`src/rtl/ddr_axi_rd_master.sv`:
```
// AXI4 INCR burst read master: splits a (start address, beat count) command into
// 4 KB-safe bursts, keeps up to MAX_OUTSTANDING in flight, streams R beats out.
module ddr_axi_rd_master #(
  parameter int C_M_AXI_ID_WIDTH   = 4,
  parameter int C_M_AXI_ADDR_WIDTH = 32,
  parameter int C_M_AXI_DATA_WIDTH = 512,
  parameter int AXI_ID             = 0,
  parameter int MAX_BURST_LEN      = 16,
  parameter int MAX_OUTSTANDING    = 4,
  parameter int BEAT_CNT_WIDTH     = 16
) (
  input  logic                            aclk,
  input  logic                            aresetn,
  input  logic                            cmd_valid,
  output logic                            cmd_ready,
  input  logic [C_M_AXI_ADDR_WIDTH-1:0]   cmd_addr,
  input  logic [BEAT_CNT_WIDTH-1:0]       cmd_beats,
  output logic [C_M_AXI_ID_WIDTH-1:0]     m_axi_arid,
  output logic [C_M_AXI_ADDR_WIDTH-1:0]   m_axi_araddr,
  output logic [7:0]                      m_axi_arlen,
  output logic [2:0]                      m_axi_arsize,
  output logic [1:0]                      m_axi_arburst,
  output logic                            m_axi_arlock,
  output logic [3:0]                      m_axi_arcache,
  output logic [2:0]                      m_axi_arprot,
  output logic [3:0]                      m_axi_arqos,
  output logic                            m_axi_arvalid,
  input  logic                            m_axi_arready,
  input  logic [C_M_AXI_ID_WIDTH-1:0]     m_axi_rid,
  input  logic [C_M_AXI_DATA_WIDTH-1:0]   m_axi_rdata,
  input  logic [1:0]                      m_axi_rresp,
  input  logic                            m_axi_rlast,
  input  logic                            m_axi_rvalid,
  output logic                            m_axi_rready,
  output logic [C_M_AXI_DATA_WIDTH-1:0]   dout_data,
  output logic                            dout_valid,
  input  logic                            dout_ready,
  output logic                            dout_last,
  output logic                            done,
  output logic                            busy,
  output logic                            err
);

  localparam int AW   = C_M_AXI_ADDR_WIDTH;
  localparam int BW   = BEAT_CNT_WIDTH;
  localparam int SIZE = $clog2(C_M_AXI_DATA_WIDTH / 8);
  localparam int LW   = (BW > 13) ? BW + 1 : 14;

  typedef enum logic [1:0] {IDLE, ISSUE, DRAIN} state_t;

  state_t        state_q, state_d;
  logic [AW-1:0] addr_q, addr_d;
  logic [BW-1:0] iss_rem_q, iss_rem_d;
  logic [BW-1:0] rx_rem_q, rx_rem_d;
  logic [3:0]    outs_cnt_q, outs_cnt_d;
  logic          done_q, done_d;
  logic          busy_q, busy_d;
  logic          err_q, err_d;
  logic          ready_q;

  logic [LW-1:0] room_beats, blen;
  logic          ar_hs, r_hs, rlast_hs;
  logic          unused_inputs;

  assign unused_inputs = ^{m_axi_rid, m_axi_rresp[0]};

  // Beats left before the next 4 KB page boundary.
  assign room_beats = LW'((13'h1000 - {1'b0, addr_q[11:0]}) >> SIZE);

  always_comb begin
    blen = LW'(iss_rem_q);
    if (blen > LW'(MAX_BURST_LEN)) blen = LW'(MAX_BURST_LEN);
    if (blen > room_beats)         blen = room_beats;
  end

  assign m_axi_arid    = C_M_AXI_ID_WIDTH'(AXI_ID);
  assign m_axi_araddr  = addr_q;
  assign m_axi_arlen   = 8'(blen - LW'(1));
  assign m_axi_arsize  = 3'(SIZE);
  assign m_axi_arburst = 2'b01;
  assign m_axi_arlock  = 1'b0;
  assign m_axi_arcache = 4'b0011;
  assign m_axi_arprot  = 3'b000;
  assign m_axi_arqos   = 4'b0000;
  assign m_axi_arvalid = (state_q == ISSUE) && (outs_cnt_q < 4'(MAX_OUTSTANDING));

  assign m_axi_rready = dout_ready;
  assign dout_valid   = m_axi_rvalid;
  assign dout_data    = m_axi_rdata;
  assign dout_last    = m_axi_rvalid && (rx_rem_q == BW'(1));

  assign cmd_ready = ready_q && (state_q == IDLE);
  assign done      = done_q;
  assign busy      = busy_q;
  assign err       = err_q;

  assign ar_hs    = m_axi_arvalid && m_axi_arready;
  assign r_hs     = m_axi_rvalid && dout_ready && (state_q != IDLE);
  assign rlast_hs = r_hs && m_axi_rlast;

  always_comb begin
    state_d    = state_q;
    addr_d     = addr_q;
    iss_rem_d  = iss_rem_q;
    rx_rem_d   = rx_rem_q;
    outs_cnt_d = outs_cnt_q;
    done_d     = 1'b0;
    busy_d     = busy_q;
    err_d      = err_q;

    case (state_q)
      IDLE: begin
        if (cmd_valid && cmd_ready) begin
          addr_d    = {cmd_addr[AW-1:SIZE], {SIZE{1'b0}}};
          iss_rem_d = cmd_beats;
          rx_rem_d  = cmd_beats;
          err_d     = 1'b0;
          if (cmd_beats == '0) begin
            done_d = 1'b1;
            busy_d = 1'b0;
          end else begin
            busy_d  = 1'b1;
            state_d = ISSUE;
          end
        end
      end
      ISSUE: begin
        if (ar_hs) begin
          addr_d    = addr_q + (AW'(blen) << SIZE);
          iss_rem_d = iss_rem_q - BW'(blen);
          if (iss_rem_q == BW'(blen)) state_d = DRAIN;
        end
      end
      default: ;
    endcase

    // The final beat closes the command regardless of which active state we are in.
    if (r_hs) begin
      rx_rem_d = rx_rem_q - BW'(1);
      if (m_axi_rresp[1]) err_d = 1'b1;
      if (rx_rem_q == BW'(1)) begin
        state_d = IDLE;
        done_d  = 1'b1;
        busy_d  = 1'b0;
      end
    end

    case ({ar_hs, rlast_hs})
      2'b10:   outs_cnt_d = outs_cnt_q + 4'd1;
      2'b01:   outs_cnt_d = outs_cnt_q - 4'd1;
      default: outs_cnt_d = outs_cnt_q;
    endcase
  end

  always_ff @(posedge aclk or negedge aresetn) begin
    if (!aresetn) begin
      state_q    <= IDLE;
      addr_q     <= '0;
      iss_rem_q  <= '0;
      rx_rem_q   <= '0;
      outs_cnt_q <= '0;
      done_q     <= 1'b0;
      busy_q     <= 1'b0;
      err_q      <= 1'b0;
      ready_q    <= 1'b0;
    end else begin
      state_q    <= state_d;
      addr_q     <= addr_d;
      iss_rem_q  <= iss_rem_d;
      rx_rem_q   <= rx_rem_d;
      outs_cnt_q <= outs_cnt_d;
      done_q     <= done_d;
      busy_q     <= busy_d;
      err_q      <= err_d;
      ready_q    <= 1'b1;
    end
  end

endmodule

```
`config.mk`:
```
export PLATFORM = sky130hd
export DESIGN_NAME = ddr_axi_rd_master
export DESIGN_NICKNAME = d
export VERILOG_FILES = /design/src/rtl/ddr_axi_rd_master.sv
export SDC_FILE = /design/constraint.sdc
export NUM_CORES = 1
export LEC_CHECK = 0
export BUFFER_PORTS_ARGS = -buffer_cell sky130_fd_sc_hd__buf_2
export CORE_AREA = 2 2 453 455
export DETAILED_ROUTE_END_ITERATION = 16
export DIE_AREA = 0 0 455 457
export PLACE_DENSITY = 0.3
export SLEW_MARGIN = 10
export SYNTH_ARGS = -nofsm -noshare
export SYNTH_HDL_FRONTEND = slang
export SYNTH_SLANG_ARGS = --single-unit
```
`constraint.sdc`:
```
create_clock -name aclk -period 4.5 [get_ports aclk]
set_input_delay 0.225 -clock aclk [delete_from_list [all_inputs] [get_ports aclk]]
set_output_delay 0.225 -clock aclk [all_outputs]
set_load 0.02 [all_outputs]
```
==> impl_metrics.py, run 1 <==
metrics = {
    "worst_hold_path": {
        "min_delay_path_depth": 3,
        "hp-class": "input pin to flop",
    },
    "grt": {
        "overflow": 0,
        "grt_pass1_vias": 6988,
        "antenna_found_initial": 22,
        "grt_pass1_wl_um": 101000,
        "grt_max_degree": 45,
        "grt.total_usage_pct": 7.91,
    },
    "yosys": {
        "synth_cells": 1186,
        "synth_area_um2": 9430,
        "syn_area_per_cell_um2": 7.95,
        "ys_ff_latch": 68,
        "ys_warn_count": 0,
        "synth_flop_cell": "dfrtp_1",
        "ys_types": 64,
        "synth-edff-count": 0,
        "yosysSeqAreaShare_pct": 18.0,
        "async_flop_share_pct": 100,
    },
    "routing": {
        "via_per_inst": 1.91,
        "drtIter0Drc": 345,
        "wl_per_cell_um": 24.0,
        "via_count": 6840,
        "drt_pass1_iterations": 4,
        "drc": 0,
        "drt-total-wl_um": 86300,
        "antenna_left": 0,
    },
    "worst_setup_path": {
        "crit_required_ps": 4750,
        "r2r_cells": 18,
        "critical_path_class": "flop to flop",
        "end_kind": "flop",
        "crit_fanout": 5,
        "worstPathArrival_ps": 4810,
        "critPathLaunchType": "flop",
    },
    "clock_network": {
        "cts_made_buffers": 9,
        "h-tree-depth": 3,
        "clkTransAtPathRegs_ps": 70,
        "cts_root_buffer": "clkbuf_16",
        "cts_sinks": 68,
        "cts_max_path_buffers": 2,
        "worstSkewPairLatency_ps": 360,
        "cts_tree": "done",
    },
    "timing": {
        "whs_ps": 99.9,
        "hold_violations": 0,
        "rsz0062_at_grt": "true",
        "tns_ps": -70.2,
        "fin_ws_ps": -62.6,
        "setup_viol_count_final": 2,
        "fmax_mhz": 219,
        "min_period_ps": 4560,
        "fin_worst_skew_ps": 9.45,
        "fin_crit_sh_pct": 101,
        "worst_pin_slew_ps": 1020,
        "slew_viol_final": 0,
        "relSlewSlack_pct": 31.4,
    },
    "layout": {
        "regArea_um2": 1700,
        "multi_input_area_um2": 4010,
        "final.fill_count": 24000,
        "stdcell_area_um2": 10900,
        "fin_nets": 1517,
        "final_cells": 3590,
        "syn_to_final_growth_pct": 16.0,
        "drive_above_1_share_pct": 33.4,
    },
    "power_and_ir_drop": {
        "power.switching_mw": 3.23,
        "clockPowerShare_pct": 11.6,
        "p_per_area_nw_per_um2": 608,
        "p_seq_share_pct": 17.7,
        "p_comb_share_pct": 70.7,
        "vdd_drop_max_mv": 0.223,
        "p_int_mw": 3.41,
        "total_leakage_power_nw": 3.71,
        "netSwitchingFraction_pct": 48.6,
    },
    "floorplanning": {
        "die_h_um": 457,
        "start_util_pct": 4.64,
        "dieArea_um2": 208000,
        "io_pins": 1154,
        "core_area_um2": 203000,
        "die_width_um": 455,
        "num_rows": 166,
    },
    "placement": {
        "place.gp.congestion": 0.734,
        "port_buffers": 91,
        "placed_cell_area_um2": 10200,
        "place_inst": 3553,
        "hpwl_um": 77400,
    },
    "status": {
        "violations": "setup timing",
        "outcome": "finished with violations",
    },
    "job": {
        "cap_violations": 0,
    },
}
[layout make-up]
cell class              instances  area share (%)
multi-input cells             567            36.7
inverters                      30            1.03
well taps                    2688            30.8
repair buffers                218            13.1
diodes                          3          0.0686
clock buffers                   9            2.06
flip-flops and latches         68            15.6
clock inverters                 7           0.686
[cell families after synthesis]
logic type	share of synthesized area, %
flip-flops	18.0
buffers and inverters	45.3
AND/OR/NAND/NOR	11.8
adder cells (fa/ha/maj)	6.87
other	0.0796
XOR/XNOR	3.16
AO/OA/AOI/OAI	14.4
multiplexers	0.345
[synth_stat cells (all sizes together) (4+ instances only)]
| master | n | area share [%] |
|---|---|---|
| o21ai | 33 | 1.8 |
| o21a | 9 | 0.72 |
| a21o | 10 | 0.80 |
| nor3 | 15 | 0.80 |
| o211ai | 12 | 0.96 |
| nor2b | 5 | 0.33 |
| clkbuf | 20 | 0.80 |
| a21oi | 64 | 3.4 |
| inv | 30 | 1.2 |
| and3 | 10 | 0.66 |
| o311ai | 6 | 0.56 |
| nor2 | 52 | 2.1 |
| a31oi | 5 | 0.33 |
| nor4 | 9 | 0.66 |
| a311oi | 5 | 0.46 |
| dfrtp | 68 | 18 |
| nand2b | 11 | 0.73 |
| o31ai | 4 | 0.32 |
| nand3 | 21 | 1.1 |
| xor2 | 13 | 1.2 |
| xnor2 | 21 | 2.0 |
| a221o | 6 | 0.64 |
| ha | 47 | 6.2 |
| buf | 546 | 43 |
| or3 | 10 | 0.66 |
| o22ai | 13 | 0.86 |
| nand4 | 10 | 0.73 |
| nand2 | 63 | 2.5 |
| a211oi | 14 | 1.2 |
| and2 | 10 | 0.66 |
[metrics by stage]
stage	power [mW]	utilization [%]	worst slack, ps
4_1_cts	6.66	5.29	-112
3_5_place_dp	5.59	5.00	-555
5_1_grt	7.23	5.37	-284
2_1_floorplan	4.10	-	-89.2
3_3_place_gp	5.64	5.00	-544
6_report	6.65	5.38	-62.6
[cell usage in the layout, fill, tap and decap left out, drive strengths merged, types with 11 or more instances in the layout]
cell    count
dfrtp      68
a21oi      64
nor3       15
buf       217
conb       47
ha         47
a211oi     14
xor2       13
inv        31
o22ai      13
nand2b     11
o21ai      33
nand2      63
nor2       52
nand3      21
o211ai     12
xnor2      21
[state kept, by name, summed over array words and instances, names as in the netlist]
name          count
state_q           2
busy              1
err               1
outs_cnt_q        4
done              1
ready_q           1
m_axi_araddr     26
iss_rem_q        16
rx_rem_q         16
[power by group through the flow]
stage	clock, mW	sequential [mW]	combinational [mW]
5_1_grt	0.823	1.22	5.19
3_5_place_dp	0	1.17	4.42
4_1_cts	0.816	1.18	4.66
6_report	0.769	1.18	4.70
3_3_place_gp	0	1.17	4.47
2_1_floorplan	0	1.27	2.83
[repair_timing]
item | 4_1_cts | 5_1_grt
gates cloned | 0 | 0
pin swaps | 28 | 25
hold buffers | 1 | 0
endpoints found under the setup margin | 24 | 21
resized for setup | 36 | 33
setup buffers | 11 | 7
hold endpoints to repair | 24 | 0
[worst max-delay path, stage by stage (launching register included)]
cell and delay (ps):
dfrtp_1 400, nor4_2 300, nand3_2 170, or2_4 290
ha_4 240, a2111oi_4 390, a21oi_4 130, buf_6 140
o21ai_4 180, ha_4 160, inv_2 30, fa_2 320
nand3b_1 240, a211oi_4 310, o21ai_2 110, a31o_1 220
or3_4 360, o211a_1 240, a211o_1 220
[routing by layer]
layer | up-vias | routed length [µm] | global-route usage [%]
met5 | - | 280 | 1.00
met4 | 4 | 6310 | 5.00
met3 | 303 | 25600 | 10.9
met2 | 706 | 39200 | 12.7
met1 | 2992 | 14800 | 3.84
li1 | 2835 | - | -
[path summary, 6_finish.rpt]
path,slack (ps),start,to
worst max-delay path,-60,iss_rem_q[5],m_axi_araddr[30]
max in group asynchronous,3120,aresetn,rx_rem_q[2]
worst max register to register,-60,iss_rem_q[5],m_axi_araddr[30]
worst min register to register,470,outs_cnt_q[3],outs_cnt_q[3]
min in group asynchronous,340,aresetn,m_axi_araddr[27]
worst min-delay path,100,cmd_addr[26],m_axi_araddr[26]
No activity file was read; power rests on OpenSTA's default activity.
==> run 2: changes to the inputs <==
--- a/config.mk
+++ b/config.mk
@@ -10,6 +10,7 @@
 export DETAILED_ROUTE_END_ITERATION = 16
 export DIE_AREA = 0 0 455 457
 export PLACE_DENSITY = 0.3
+export REMOVE_ABC_BUFFERS = 1
 export SLEW_MARGIN = 10
 export SYNTH_ARGS = -nofsm -noshare
 export SYNTH_HDL_FRONTEND = slang
==> impl_metrics.py, run 2 (synthesized netlist as in run 1, its figures left out) <==
metrics = {
    "layout": {
        "drive_above_1_share_pct": 33.4,
        "syn_to_final_growth_pct": 16.4,
        "final_common_cell": "buf_4",
        "utilization_pct": 5.40,
        "final_cell_mix": "118 x buf_4, 90 x buf_2, 68 x dfrtp_1, 59 x nand2_1, 57 x a21oi_1",
        "regArea_um2": 1700,
        "fin_nets": 1515,
        "multi_input_area_um2": 4060,
        "final.fill_count": 24000,
        "largest_reg_flops": 26,
    },
    "routing": {
        "drc": 0,
        "via_count": 9251,
        "drt-total-wl_um": 328000,
        "drt_pass1_iterations": 5,
        "drtIter0Drc": 875,
        "via_per_inst": 2.58,
        "wl_per_cell_um": 91.4,
        "antenna_left": 0,
    },
    "floorplanning": {
        "die_width_um": 455,
        "die_h_um": 457,
        "num_rows": 166,
        "start_util_pct": 4.64,
        "io_pins": 1154,
        "core_area_um2": 203000,
        "dieArea_um2": 208000,
    },
    "power_and_ir_drop": {
        "netSwitchingFraction_pct": 48.6,
        "total_leakage_power_nw": 3.72,
        "vdd_drop_max_mv": 0.208,
        "power.switching_mw": 3.38,
        "p_int_mw": 3.57,
        "p_per_area_nw_per_um2": 633,
        "p_seq_share_pct": 16.8,
        "p_comb_share_pct": 71.5,
        "clockPowerShare_pct": 11.7,
    },
    "grt": {
        "antenna_found_initial": 10,
        "grt_pass1_wl_um": 345000,
        "grt.total_usage_pct": 30.5,
        "grt_pass1_vias": 7669,
        "overflow": 0,
        "grt_max_degree": 55,
    },
    "worst_setup_path": {
        "end_kind": "flop",
        "crit_fanout": 4,
        "critPathLaunchType": "flop",
        "critical_path_class": "flop to flop",
        "reg2reg_setup_slack_ps": -70,
        "crit_required_ps": 4740,
        "worstPathArrival_ps": 4810,
    },
    "timing": {
        "setup_viol_count_final": 3,
        "fin_worst_skew_ps": 9.67,
        "rsz0062_at_grt": "true",
        "min_period_ps": 4570,
        "tns_ps": -170,
        "relSlewSlack_pct": 18.6,
        "slew_viol_final": 0,
        "hold_violations": 0,
        "fin_ws_ps": -67.6,
        "fmax_mhz": 219,
        "fin_crit_sh_pct": 102,
        "worst_pin_slew_ps": 1220,
    },
    "clock_network": {
        "h-tree-depth": 3,
        "cts_sinks": 68,
        "worstSkewPairLatency_ps": 360,
        "cts_tree": "done",
        "clkTransAtPathRegs_ps": 70,
        "cts_max_path_buffers": 2,
        "cts_root_buffer": "clkbuf_16",
        "cts_made_buffers": 9,
    },
    "placement": {
        "port_buffers": 91,
        "hpwl_um": 321000,
        "place.gp.congestion": 1.32,
    },
    "worst_hold_path": {
        "hp-class": "input pin to flop",
    },
    "status": {
        "violations": "setup timing",
        "outcome": "finished with violations",
    },
    "job": {
        "cap_violations": 0,
    },
}
## run 2: cell types whose count changed in the layout (fill, tap and decap cells not counted), sizes merged
cell / before / now
buf: 217 / 215
bufinv: 1 / 2
clkbuf: 9 / 12
clkinv: 5 / 2
diode: 3 / 1
inv: 31 / 30
## run 2: worst max-delay path, stage by stage, from the launching register on
cell      delay [ps]
dfrtp_1          430
nor4_4           370
nand3_4          130
buf_6            150
a21oi_4          150
nand2_2          110
ha_4             170
nand3b_1         150
a21o_1           210
a21oi_4          170
nand2_1           80
o21ai_2           70
ha_2             210
inv_2             50
fa_2             340
nand3b_1         230
a211oi_4         300
o21ai_2          110
a31o_1           220
or3_4            340
o211a_1          210
a211o_1          220
## run 2: through the flow
| stage | worst slack (ps) | hold slack, ps | total power, mW | cell area (µm²) | cells |
|---|---|---|---|---|---|
| after floorplan | -489 | -70.6 | 3.31 | 5440 | 665 |
| after global routing | -272 | 109 | 7.37 | 11000 | 3586 |
| final | -67.6 | 113 | 6.95 | 11000 | 3586 |
| after global placement | -713 | 123 | 5.54 | 10100 | 3552 |
| after CTS | -140 | 95.3 | 6.62 | 10700 | 3574 |
| after detailed placement | -655 | 116 | 5.50 | 10100 | 3552 |
## run 2: layout make-up
cell class              count  share of cell area (%)
diodes                      1                  0.0228
clock buffers              12                    2.15
clock inverters             4                   0.673
inverters                  30                    1.03
multi-input cells         567                    37.0
flip-flops and latches     68                    15.5
well taps                2688                    30.6
repair buffers            216                    13.0
## run 2: what timing repair did
item	in CTS	in global routing
hold endpoints to repair	14	0
pin swaps	31	26
hold buffers	1	0
setup endpoints to repair	36	30
buffers inserted	7	12
gates resized for setup	56	43
gates cloned	0	0
## run 2: metal layers
layer	share of wire [%]	GRT usage (%)
met3	31	45.3
met4	12	28.1
met2	49	52.9
met5	1.5	18.3
met1	6.9	5.30
## run 2: power by group through the flow
stage          sequential (mW)  combinational (mW)  clock [mW]
3_5_place_dp              1.16                4.34           0
2_1_floorplan             1.26                2.05           0
5_1_grt                   1.21                5.32       0.846
3_3_place_gp              1.16                4.38           0
6_report                  1.17                4.97       0.811
4_1_cts                   1.17                4.62       0.830
## run 2: final timing paths
kind | startpoint | endpoint | depth (start not counted)
max | iss_rem_q[15] | m_axi_araddr[30] | 21
min | m_axi_rresp[1] | err | 2
max reg2reg | iss_rem_q[15] | m_axi_araddr[30] | 21
min reg2reg | outs_cnt_q[3] | outs_cnt_q[3] | 1
max in group asynchronous | aresetn | iss_rem_q[2] | 3
min in group asynchronous | aresetn | m_axi_araddr[13] | 2
